## src/rtl/pll_seq_pkg.sv

```systemverilog
// rtl/pll_seq_pkg.sv - shared types and sizing helpers for the PLL lock sequencer
package pll_seq_pkg;

  typedef enum logic [2:0] {
    PRST   = 3'd0,
    WLOCK  = 3'd1,
    STABLE = 3'd2,
    REL    = 3'd3,
    LOSS   = 3'd4,
    RUN    = 3'd5
  } state_e;

  localparam int LOSS_W = 8;

  // Width of the shared down-counter: enough bits to hold the largest reload value.
  function automatic int cnt_width(input int a, input int b, input int c, input int d);
    int m;
    m = a;
    if (b > m) m = b;
    if (c > m) m = c;
    if (d > m) m = d;
    return (m < 1) ? 1 : $clog2(m + 1);
  endfunction

  // Width of the release index; never below one bit so a single-domain build still elaborates.
  function automatic int idx_width(input int n);
    return (n <= 2) ? 1 : $clog2(n);
  endfunction

endpackage

```

## src/rtl/sync2.sv

```systemverilog
// rtl/sync2.sv - two-flop synchroniser with asynchronous active-low clear to 0
module sync2 (
  input  logic clk,
  input  logic rst_n,
  input  logic d_i,
  output logic q_o
);

  logic meta_q;
  logic sync_q;

  // Two-stage capture of an asynchronous level; both stages clear to 0 in reset.
  always_ff @(posedge clk or negedge rst_n) begin
    if (!rst_n) begin
      meta_q <= 1'b0;
      sync_q <= 1'b0;
    end else begin
      meta_q <= d_i;
      sync_q <= meta_q;
    end
  end

  assign q_o = sync_q;

endmodule

```

## src/rtl/pll_lock_sequencer.sv

```systemverilog
// rtl/pll_lock_sequencer.sv - PLL reset pulse, lock qualification and staged domain-reset release
module pll_lock_sequencer
  import pll_seq_pkg::*;
#(
  parameter int NRST       = 3,
  parameter int RST_CYC    = 16,
  parameter int LOCK_TMO   = 65535,
  parameter int STABLE_CYC = 1024,
  parameter int STAGE_GAP  = 64
) (
  input  logic              clk,
  input  logic              rstn,
  input  logic              pll_locked,
  output logic              pll_rst,
  output logic [NRST-1:0]   rst_out_n,
  output logic              ready,
  output logic              tmo_err,
  output logic [LOSS_W-1:0] loss_cnt
);

  localparam int CW = cnt_width(RST_CYC, LOCK_TMO, STABLE_CYC, STAGE_GAP);
  localparam int IW = idx_width(NRST);

  localparam logic [CW-1:0]   RST_LD    = CW'(RST_CYC - 1);
  localparam logic [CW-1:0]   LOCK_LD   = CW'(LOCK_TMO - 1);
  localparam logic [CW-1:0]   STABLE_LD = CW'(STABLE_CYC - 1);
  localparam logic [CW-1:0]   GAP_LD    = CW'(STAGE_GAP - 1);
  localparam logic [IW-1:0]   IDX_LAST  = IW'(NRST - 1);
  localparam logic [NRST-1:0] FIRST_BIT = NRST'(1);
  localparam logic [LOSS_W-1:0] LOSS_MAX = {LOSS_W{1'b1}};

  state_e            state_q, state_d;
  logic [CW-1:0]     cnt_q, cnt_d;
  logic [IW-1:0]     idx_q, idx_d;
  logic [IW-1:0]     idx_inc;
  logic              pll_rst_q, pll_rst_d;
  logic [NRST-1:0]   rst_n_q, rst_n_d;
  logic              ready_q, ready_d;
  logic              tmo_q, tmo_d;
  logic [LOSS_W-1:0] loss_q, loss_d;
  logic              lk;

  // Qualified lock: pll_locked is asynchronous to the reference clock.
  sync2 u_lock_sync (
    .clk   (clk),
    .rst_n (rstn),
    .d_i   (pll_locked),
    .q_o   (lk)
  );

  assign idx_inc = idx_q + 1'b1;

  // State register; the sequence always restarts from PRST after rstn.
  always_ff @(posedge clk or negedge rstn) begin
    if (!rstn) begin
      state_q <= PRST;
    end else begin
      state_q <= state_d;
    end
  end

  // Next-state logic; a lock drop takes priority over counter expiry.
  always_comb begin
    state_d = state_q;
    case (state_q)
      PRST: begin
        if (cnt_q == '0) state_d = WLOCK;
      end
      WLOCK: begin
        if (lk)                 state_d = STABLE;
        else if (cnt_q == '0)   state_d = PRST;
      end
      STABLE: begin
        if (!lk)                state_d = WLOCK;
        else if (cnt_q == '0)   state_d = REL;
      end
      REL: begin
        if (!lk)                    state_d = LOSS;
        else if (idx_q == IDX_LAST) state_d = RUN;
      end
      RUN: begin
        if (!lk) state_d = LOSS;
      end
      LOSS: begin
        state_d = PRST;
      end
      default: begin
        state_d = PRST;
      end
    endcase
  end

  // Next values of the counter, release index and every registered output.
  always_comb begin
    cnt_d     = cnt_q;
    idx_d     = idx_q;
    rst_n_d   = rst_n_q;
    tmo_d     = tmo_q;
    loss_d    = loss_q;
    pll_rst_d = (state_d == PRST);
    ready_d   = (state_d == RUN);

    if (state_d != state_q) begin
      case (state_d)
        PRST:    cnt_d = RST_LD;
        WLOCK:   cnt_d = LOCK_LD;
        STABLE:  cnt_d = STABLE_LD;
        REL:     cnt_d = GAP_LD;
        default: cnt_d = '0;
      endcase
    end else if (state_q == REL && cnt_q == '0) begin
      cnt_d = GAP_LD;
    end else if (cnt_q != '0) begin
      cnt_d = cnt_q - 1'b1;
    end

    case (state_d)
      REL: begin
        if (state_q != REL) begin
          rst_n_d = FIRST_BIT;
          idx_d   = '0;
        end else if (cnt_q == '0) begin
          rst_n_d = rst_n_q | (FIRST_BIT << idx_inc);
          idx_d   = idx_inc;
        end
      end
      RUN:     rst_n_d = rst_n_q;
      default: rst_n_d = '0;
    endcase

    if (state_q == WLOCK && state_d == PRST) begin
      tmo_d = 1'b1;
    end

    if (state_q == RUN && state_d == LOSS && loss_q != LOSS_MAX) begin
      loss_d = loss_q + 1'b1;
    end
  end

  // Datapath and output flops; cnt resets to the PRST load so the first attempt is a full pulse.
  always_ff @(posedge clk or negedge rstn) begin
    if (!rstn) begin
      cnt_q     <= RST_LD;
      idx_q     <= '0;
      pll_rst_q <= 1'b1;
      rst_n_q   <= '0;
      ready_q   <= 1'b0;
      tmo_q     <= 1'b0;
      loss_q    <= '0;
    end else begin
      cnt_q     <= cnt_d;
      idx_q     <= idx_d;
      pll_rst_q <= pll_rst_d;
      rst_n_q   <= rst_n_d;
      ready_q   <= ready_d;
      tmo_q     <= tmo_d;
      loss_q    <= loss_d;
    end
  end

  assign pll_rst   = pll_rst_q;
  assign rst_out_n = rst_n_q;
  assign ready     = ready_q;
  assign tmo_err   = tmo_q;
  assign loss_cnt  = loss_q;

endmodule

```

## config.mk

```make
export PLATFORM = sky130hd
export DESIGN_NAME = pll_lock_sequencer
export DESIGN_NICKNAME = d
export VERILOG_FILES = /design/src/rtl/pll_seq_pkg.sv /design/src/rtl/sync2.sv /design/src/rtl/pll_lock_sequencer.sv
export SDC_FILE = /design/constraint.sdc
export NUM_CORES = 1
export LEC_CHECK = 0
export CAP_MARGIN = 10
export CORE_UTILIZATION = 48
export CTS_CLUSTER_SIZE = 8
export DETAILED_ROUTE_END_ITERATION = 6
export PLACE_DENSITY = 0.68
export SYNTH_ARGS = -nofsm -noshare
export SYNTH_HDL_FRONTEND = slang
export SYNTH_HIERARCHICAL = 1
export SYNTH_SLANG_ARGS = --single-unit
```

## constraint.sdc

```tcl
create_clock -name clk -period 2.75 [get_ports clk]
set_input_delay 0.55 -clock clk [delete_from_list [all_inputs] [get_ports clk]]
set_output_delay 0.55 -clock clk [all_outputs]
set_load 0.01 [all_outputs]
```

Word-level counts from Yosys, hierarchy flattened
Index checks and enable logic that the tools add are counted.

Register bits: 37. Input port bits: 3. Output and inout port bits: 14. Word-level logic and storage cells: 60.

Add/sub/neg operators: 3. Equal/unequal tests: 14. Shift operators: 1. Multiplexer cells: 18. Bitwise gates (word level): 2. Reduce and logical (&&, ||, !) cells: 12.

Operators with widths (count): $pmux 16 s4 (1); $mux 16 (3); $mux 3 (10); $logic_not 16->1 (1); $reduce_bool 16->1 (1); $sub 16x1->16 const B (1); $pmux 3 s5 (1); $eq 3x2->1 const B (4); $eq 3x3->1 const B (3); $add 8x1->8 const B (1); $ne 8x8->1 const B (1); $eq 3x1->1 const B (2); $logic_not 3->1 (2); $pmux 3 s2 (1); $logic_and 1x1->1 (4); $mux 2 (2); $reduce_and 2->1 (2); $ne 3x2->1 const B (1); $ne 3x3->1 (1); $ne 3x3->1 const B (1); $or 3x3->3 (1); $reduce_bool 3->1 (1); $shl 1x2->3 const A (1); $add 2x1->2 const B (1); other kinds (3) (3).

Depth between registers and ports, before layout
Word-level depth: 7. Gate-level depth with buffers: 8. Depth with buffers taken out: 7.

By module
Netlist, hierarchy kept.

Modules (own cells, without submodules): pll_lock_sequencer (times used 1, cells each 209, area each 1996.9 sq um, sequential area each 882.1 sq um); sync2 (times used 1, cells each 2, area each 50.0 sq um, sequential area each 50.0 sq um).

Worst setup path after synthesis
No wires, ideal clock.

Kind: flip-flop to flip-flop. Start: register cnt_q[0]. End: register cnt_q[0]. Setup time: 60 ps. Arrival: 1842 ps. Required time: 2690 ps. Path slack: 848 ps. Cell stages (with the launch flop): 9. Path buffers: 1. Period minus slack after synthesis: 1902 ps. Path through: dfstp_2 > inv_1 > ha_1 > nor3b_1 > and4_1 > buf_2 > and3_1 > nor4_1 > mux2_2.

Cells in the longest elaborated chain, start to end: 7. Elaborated cells on any way between the ends: 20. Classes of those cells: add/sub (1); eq/ne (4); mux (10); reduce/logical (5).

Ends and longest elaborated chain: start, declared (line pll_lock_sequencer.sv:33) `logic [CW-1:0] cnt_q, cnt_d;`; start signal, assigned (line pll_lock_sequencer.sv:151) `cnt_q <= cnt_d;`; $logic_not 16->1; $mux 3 (on tied branches) (line pll_lock_sequencer.sv:75, pll_lock_sequencer.sv:71); $mux 3 (on tied branches) (line pll_lock_sequencer.sv:74, pll_lock_sequencer.sv:70); $pmux 3 s5 (line pll_lock_sequencer.sv:65) `case (state_q)`; $eq 3x2->1 (tied with other cells) (line pll_lock_sequencer.sv:104) `case (state_d)`; $pmux 16 s4 (line pll_lock_sequencer.sv:104); $mux 16 (line pll_lock_sequencer.sv:103) `if (state_d != state_q) begin`.

Several ways; a longest one is shown, not always the timed one. The select of a mux whose other input is x is not followed. A chain may end at the register's enable or synchronous reset.

Worst setup path in the final report
Same ends and word-level chain as after synthesis.

==> results.yml <==
run_status:
  status: "completed"
grt:
  grt_overflow: 0
  antenna_found_initial: 0
  track_usage_pct: 21.73
  grt_pass1_wl_um: 7341
  grt_max_degree: 38
  grt_pass1_vias: 1609
final_layout:
  instances_no_fill: 280
  n_antenna_cell: 0
  drive_above_1_share_pct: 11.30
  multiInputGateArea_um2: 1060
  ff_latch_area_um2: 932.1
  layout.nets: 238
  area_growth_pct: 14.73
  final_area_um2: 2349
  fillCellCount: 366
clock_tree:
  cts_buffer_depth: 2
  clk_latency_ns: 0.28
  cts_setup_buffers: 0
  cts-resized-gates: 0
  cts-root-buf: "clkbuf_8"
  numCtsBuffers: 5
  cts_sinks: 37
  path_clk_slew_ns: 0.07
  ctsHtreeMaxLevel: 2
  cts_tree: "built"
  postCtsHoldBufs: 0
critical_path:
  crit_fanout: 12
  rr_worst_depth: 7
  worstPathRequired_ns: 2.97
  worst_setup_path_start_kind: "flop"
  crit_path_top_delay_cell: "and4_1"
  crit_path_end_kind: "flop"
  crit_type: "flop to flop"
  critPathMaxStageDelay_ns: 0.46
  cp_cell_sequence: "inv_1 -> ha_1 -> nor3b_1 -> and4_1 -> nor3_1 -> nor3_1 -> mux2_2"
  cp_common_cell: "nor3_1"
  worst-endpoint-arrival_ns: 2.54
logic_synthesis:
  synth.top_cell.area_share_pct: 39.12
  synth_area_leaders: "dfrtp_1 39%, dfstp_2 6.4%, xor2_1 4.3%, nand2_1 4.0%, xnor2_1 3.9%"
  syn_avg_cell_area_um2: 9.701
  synth-edff-count: 0
  yosys.area.top_type: "dfrtp_1"
  yosysWarnings: 6
  yosysSeqAreaShare_pct: 45.54
  syn_area_um2: 2047
  synthArstFlopShare_pct: 100.0
  ys_ff_latch: 37
  synth.most_common_cell: "dfrtp_1"
  synthTopCellsByCount: "32 x dfrtp_1, 22 x nand2_1, 12 x nor2_1, 11 x a21oi_1, 11 x o21ai_1"
  synth.distinct_cells: 45
  syn-num-nets: 220
  synth_flop_cell: "dfrtp_1"
  syn_inst: 211
power:
  clockPowerShare_pct: 22.4
  p_int_w: 0.001180
  total_power_w: 0.001842
  p_sw_share_pct: 35.98
  cellPowerDensity_nw_per_um2: 784.5
  switching_power_w: 0.0006629
  combinationalPowerShare_pct: 32.8
  ir_drop_mv: 0.3673
  p_seq_share_pct: 44.8
  leakagePower_nw: 1.029
route:
  ant_nets: 0
  drc: 0
  viasPerCell: 5.814
  wl_per_cell_um: 15.41
  drt-total-wl_um: 4314
  firstDrtPassIters: 4
  vias: 1628
  dr.first_iter.drc_count: 140
timing:
  min_period_ns: 2.326
  clock_skew_ns: 0.004387
  setup_viol: 0
  fin_tns_setup_ns: 0
  finalHoldViolations: 0
  rsz0062_at_grt: "false"
  max_slew_margin_pct: 44.41
  fmax_mhz: 429.9
  finalMaxSlewViolations: 0
  holdWs_ns: 0.3504
  finalCritPeriodShare_pct: 84.58
  tightest_slew_ns: 0.8339
die:
  core_um2: 4058
  die_area_um2: 4530
  initial_core_util_pct: 50.45
  die_x_um: 67.31
  num_rows: 23
  ios: 17
  die_h_um: 67.31
placed_design:
  io_buffers: 16
  globalplace.congestion: 0.8803
  place_area_um2: 2247
  hpwl_um: 3043
  placed_cells: 272
job:
  max_cap_violations: 0
worst_hold_path:
  whs_path_depth: 0
  hold_path.class: "flop to flop"
## worst max-delay path, delay by kind of cell (launching register included)
kind          cells  cell delay, ns
fa+ha+maj         1            0.27
buf+inv           1            0.07
flops             1            0.39
mux               1            0.37
simple gates      4            1.16
## sequential cells by signal, summed over array words and instances, names as in the netlist
| name | flops |
|---|---|
| loss_cnt | 8 |
| state_q | 3 |
| u_lock_sync/q_o | 1 |
| u_lock_sync/meta_q | 1 |
| pll_rst | 1 |
| ready | 1 |
| tmo_err | 1 |
| idx_q | 2 |
| rst_out_n | 3 |
| cnt_q | 16 |
## metal layers
| layer | global-route usage (%) | wire length [µm] |
|---|---|---|
| met1 | 29.42 | 2032 |
| met2 | 34.00 | 2004 |
| met3 | 5.743 | 218 |
| met4 | 6.117 | 59 |
| met5 | 0 | 0 |
## per-stage QoR
stage / worst slack [ns] / util [%]
floorplan: 0.8478 / -
global placement: 0.5695 / 55.38
detailed placement: 0.4462 / 55.38
CTS: 0.4256 / 57.88
global route: 0.2466 / 57.88
finish: 0.4240 / 57.88
## final cells by class
type / instances / area share (%)
clock buffers: 7 / 4.102
clock inverters: 1 / 0.2131
inverters: 8 / 1.279
multi-input cells: 160 / 45.13
flip-flops and latches: 37 / 39.69
well taps: 50 / 2.664
repair buffers: 17 / 6.926
## power groups by stage
stage               Clock, W  Sequential (W)  Combinational (W)
global route        0.000447        0.000843           0.000685
global placement           0        0.000830           0.000594
finish              0.000413        0.000826           0.000603
CTS                 0.000429        0.000823           0.000604
detailed placement         0        0.000833           0.000600
floorplan                  0        0.000790           0.000492
## logic make-up after synthesis
family	after synthesis	share of synthesized area, %
xor gates and xnor gates	19	8.130
adders and majority gates	6	3.667
and+or+nand+nor	83	23.41
DFF	37	45.54
buffers and inverters	14	2.690
AOI/OAI and AO/OA	50	15.46
muxes	2	1.100
## cells in the final DEF (no fill, tap or decap), drive strengths merged, types with 2 or more instances in the layout
cell	Yosys	final
dfrtp	32	32
nand2	22	22
o21ai	17	17
clkdlybuf4s50	0	15
nor2	12	12
a21oi	11	11
xor2	10	10
nor3	9	9
xnor2	9	9
inv	8	8
nor4	8	8
clkbuf	2	7
ha	6	6
nand4	5	5
a21o	5	5
and3	5	5
dfstp	5	5
or4	5	5
o22ai	4	4
nand3	4	4
and4	3	3
o21bai	3	3
nor2b	2	2
nand3b	2	2
o31a	2	2
mux2	2	2
a22oi	2	2
a211oi	2	2
buf	4	2
## path summary, 6_finish.rpt
path,from,slack [ns],end
max reg2reg,cnt_q[0]$_DFFE_PN1P_,0.42,cnt_q[0]$_DFFE_PN1P_
max in group asynchronous,rstn,1.86,loss_cnt[3]$_DFFE_PN0P_
min in group asynchronous,rstn,0.36,state_q[2]$_DFF_PN0_
min,u_lock_sync/meta_q$_DFF_PN0_,0.35,u_lock_sync/q_o$_DFF_PN0_
min reg2reg,u_lock_sync/meta_q$_DFF_PN0_,0.35,u_lock_sync/q_o$_DFF_PN0_
max,cnt_q[0]$_DFFE_PN1P_,0.42,cnt_q[0]$_DFFE_PN1P_
(Power assumes the default switching activity.)
==> edit 1: new RTL, same flow settings <==
The 6 states of `state_e` get a Gray code encoding in 3 bits.
--- a/src/rtl/pll_seq_pkg.sv
+++ b/src/rtl/pll_seq_pkg.sv
@@ -2,12 +2,12 @@
 package pll_seq_pkg;
 
   typedef enum logic [2:0] {
-    PRST   = 3'd0,
-    WLOCK  = 3'd1,
-    STABLE = 3'd2,
-    REL    = 3'd3,
-    LOSS   = 3'd4,
-    RUN    = 3'd5
+    PRST   = 3'b000,
+    WLOCK  = 3'b001,
+    STABLE = 3'b011,
+    REL    = 3'b010,
+    LOSS   = 3'b110,
+    RUN    = 3'b111
   } state_e;
 
   localparam int LOSS_W = 8;
Check against the original RTL: no difference found for any inputs over 10 cycles, from zero or initial values and one cycle with rstn low; not proved beyond that.
==> edit 1 against the original RTL <==
  * Critical path depth did not move
  * Setup slack improved by 72 ps
  * Sequential share of layout area fell by 1.8 points
  * Worst hold slack got worse by 0.51 ps
  * Synthesized area rose by 6.4%
  * Design area rose by 4.8%
  * Routed wire length rose by 9.3%
  * First-iteration DRC count rose by 14%
  * Non-clock buffer count rose by 3
  * Count of clock-buffer cells in the layout rose by 1
  * Sequential cell count did not move
Power is not compared: it rests on default switching activity, and its combinational part moved more than twofold at a synthesized area within 25%.
==> edit 1: results <==
[run_status]
outcome = "finished, final reports clean"

[clock_tree]
max-clock-path-buffers = 2
worstSkewPairLatency_ps = 290
clk_pin_slew_worst_paths_ps = 70

[drt]
met3_length_um = 206
met1_length_um = 2290
num_vias = 1776
drt_iter0_drc = 160
via_per_inst = 5.920
wire_per_inst_um = 15.72
wl_met2_um = 2145

[yosys]
synth_compound_area_frac = 0.1717
yosys.cell_types.count = 50
synthTopCellsByArea = "dfrtp_1, dfstp_2, a21oi_1"
synth_mux_area_frac = 0.01034
synth-xor-area-share = 0.07180
syn_nets = 240
synthTopCellsByCount = "dfrtp_1, a21oi_1, nand2_1, nand3_1, nor2_1"
syn_avg_cell_area_um2 = 9.430
yosysWarningCount = 6
yosysSeqAreaShare = 0.4279
post-synth-top-area-fraction = 0.3676
synth_fa_ha_area_frac = 0.03446

[global_routing]
grt_pass1_vias = 1674
grt_first_pass_wirelength_um = 8162
use_met1 = 0.3080
use_met2 = 0.3172
use_met3 = 0.04360
track_usage = 0.2161

[worst_setup_path]
slowest_delay_ps = 420
path_max_fanout = 11
crit_arrival_ps = 2470

[final_layout]
layout-drive-gt1-share = 0.1129
fin_nets = 256
filler_cell_count = 392
top_register = "cnt_q"

[place]
dp_hpwl_um = 3277
place_congestion = 0.8886
pre_cts_slack_ps = 494.6
post-place-cells = 292
placed_cell_area_mm2 = 0.002382

[hold_path]
hold_class = "in2async"

[sta]
relSlewSlack = 0.4414
skew_ps = 3.663

[power_and_ir_drop]
p_total_mw = 1.218
[edit 1: path summary, 6_finish.rpt]
| path | from | end | slack (ps) | cells after the start |
|---|---|---|---|---|
| setup / recovery | cnt_q[0] | cnt_q[2] | 500 | 7 |
| hold / removal | rstn | cnt_q[4] | 350 | 1 |
| setup reg to reg | cnt_q[0] | cnt_q[2] | 500 | 7 |
| hold reg to reg | u_lock_sync/meta_q | u_lock_sync/q_o | 350 | 0 |
| max in group asynchronous | rstn | tmo_err | 1860 | 1 |
| min in group clk | u_lock_sync/meta_q | u_lock_sync/q_o | 350 | 0 |
[edit 1: cell type report]
type | instances | area, µm² | area share
multi-input combinational | 172 | 1159 | 0.4705
tap | 52 | 65.06 | 0.02642
timing repair buffer | 20 | 185.2 | 0.07520
clock buffer | 8 | 80.08 | 0.03252
sequential | 37 | 932.1 | 0.3786
inverter | 11 | 41.29 | 0.01677
==> edit 2: new RTL, same settings <==
Without the edit above. `STABLE_CYC`: 1024 -> 2048.
--- a/src/rtl/pll_lock_sequencer.sv
+++ b/src/rtl/pll_lock_sequencer.sv
@@ -5,7 +5,7 @@
   parameter int NRST       = 3,
   parameter int RST_CYC    = 16,
   parameter int LOCK_TMO   = 65535,
-  parameter int STABLE_CYC = 1024,
+  parameter int STABLE_CYC = 2048,
   parameter int STAGE_GAP  = 64
 ) (
   input  logic              clk,
Check against the original RTL: no difference found for any inputs over 10 cycles, from zero or initial values and one cycle with rstn low; that may be too few to reach the edited logic, so the function may still have changed.
==> edit 2 against the original RTL <==
  * Power up 7.5%
  * Setup slack worse by 98 ps
  * Design area rose by 1.2%
  * Via count down 2.1%
  * Non-clock buffer count grew 1
  * Routed wire length is 2.8% lower
  * Count of clock-buffer cells in the layout fell by 1
  * Sequential cell count did not move
  * Synthesized cell count is the same
  * Synthesized area up 1.3%
  * Largest cell class unchanged
==> edit 2: results <==
[sta]
tightest_slew_ps = 790.8
skew_ps = 10.11
maxClockFrequency_mhz = 412.5
hold_slack_ps = 324.4

[global_routing]
grt_pass1_vias = 1491
use_met1 = 0.2724
use_met3 = 0.06588
use_met2 = 0.3131
track_usage = 0.2116

[place]
dp_hpwl_um = 2947
post-place-cells = 269
placed_cell_area_mm2 = 0.002256
place_congestion = 0.8556

[yosys]
synth_fa_ha_area_frac = 0.03619
yosys.cell_types.count = 51
syn_avg_cell_area_um2 = 9.832
yosysSeqAreaShare = 0.4493
synth_mux_area_frac = 0.02051
synthTopCellsByCount = "dfrtp_1, nor2_1, o21ai_0, nand2_1, xor2_1"
synth_compound_area_frac = 0.1435

[power_and_ir_drop]
p_switching_uw = 725.3
peakVddDrop_mv = 0.4032
cellLeakagePower_nw = 1.027
power_frac_clock = 0.250
powerSeq_uw = 849

[final_layout]
fin_cells = 277
buffers_excl_clock = 18
filler_cell_count = 353
nClkBuffers = 6
multi_input_cells = 156
multi_input_area_share = 0.4466
fin_nets = 235
sh_seq_area = 0.3923
buf_share = 0.07162

[drt]
met1_length_um = 1963
drt_iter0_drc = 93
met3_length_um = 215
wl_met2_um = 1924
wirelength_um = 4195

[worst_setup_path]
crit_required_ps = 2930

[floorplanning]
die-area_mm2 = 0.004589

[run_status]
outcome = "finished, final reports clean"

[hold_path]
hold_class = "in2async"
[edit 2: cell types whose count changed after synthesis, moves of 4 or more]
cell / unedited run / this run
o21ai_1: 11 / 5
nand2_1: 22 / 15
clkbuf_1: 2 / 6
a21o_1: 5 / 0
a21oi_1: 11 / 7
nor2_1: 12 / 18
o21ai_0: 5 / 16
[edit 2: critical path, stage by stage, from the launching register on]
cell and delay, ps:
dfstp_2 400, inv_1 60, ha_1 220, nor4b_1 330, nand4_1 440, o21ai_0 570
a21oi_1 130, a2bb2oi_1 140
[edit 2: path summary, 6_finish.rpt]
kind | cells after the start | start | end
min reg2reg | 0 | u_lock_sync/meta_q | u_lock_sync/q_o
max in group asynchronous | 1 | rstn | cnt_q[14]
max | 7 | cnt_q[0] | rst_out_n[0]
min in group clk | 0 | u_lock_sync/meta_q | u_lock_sync/q_o
min | 1 | rstn | loss_cnt[4]
max reg2reg | 7 | cnt_q[0] | rst_out_n[0]
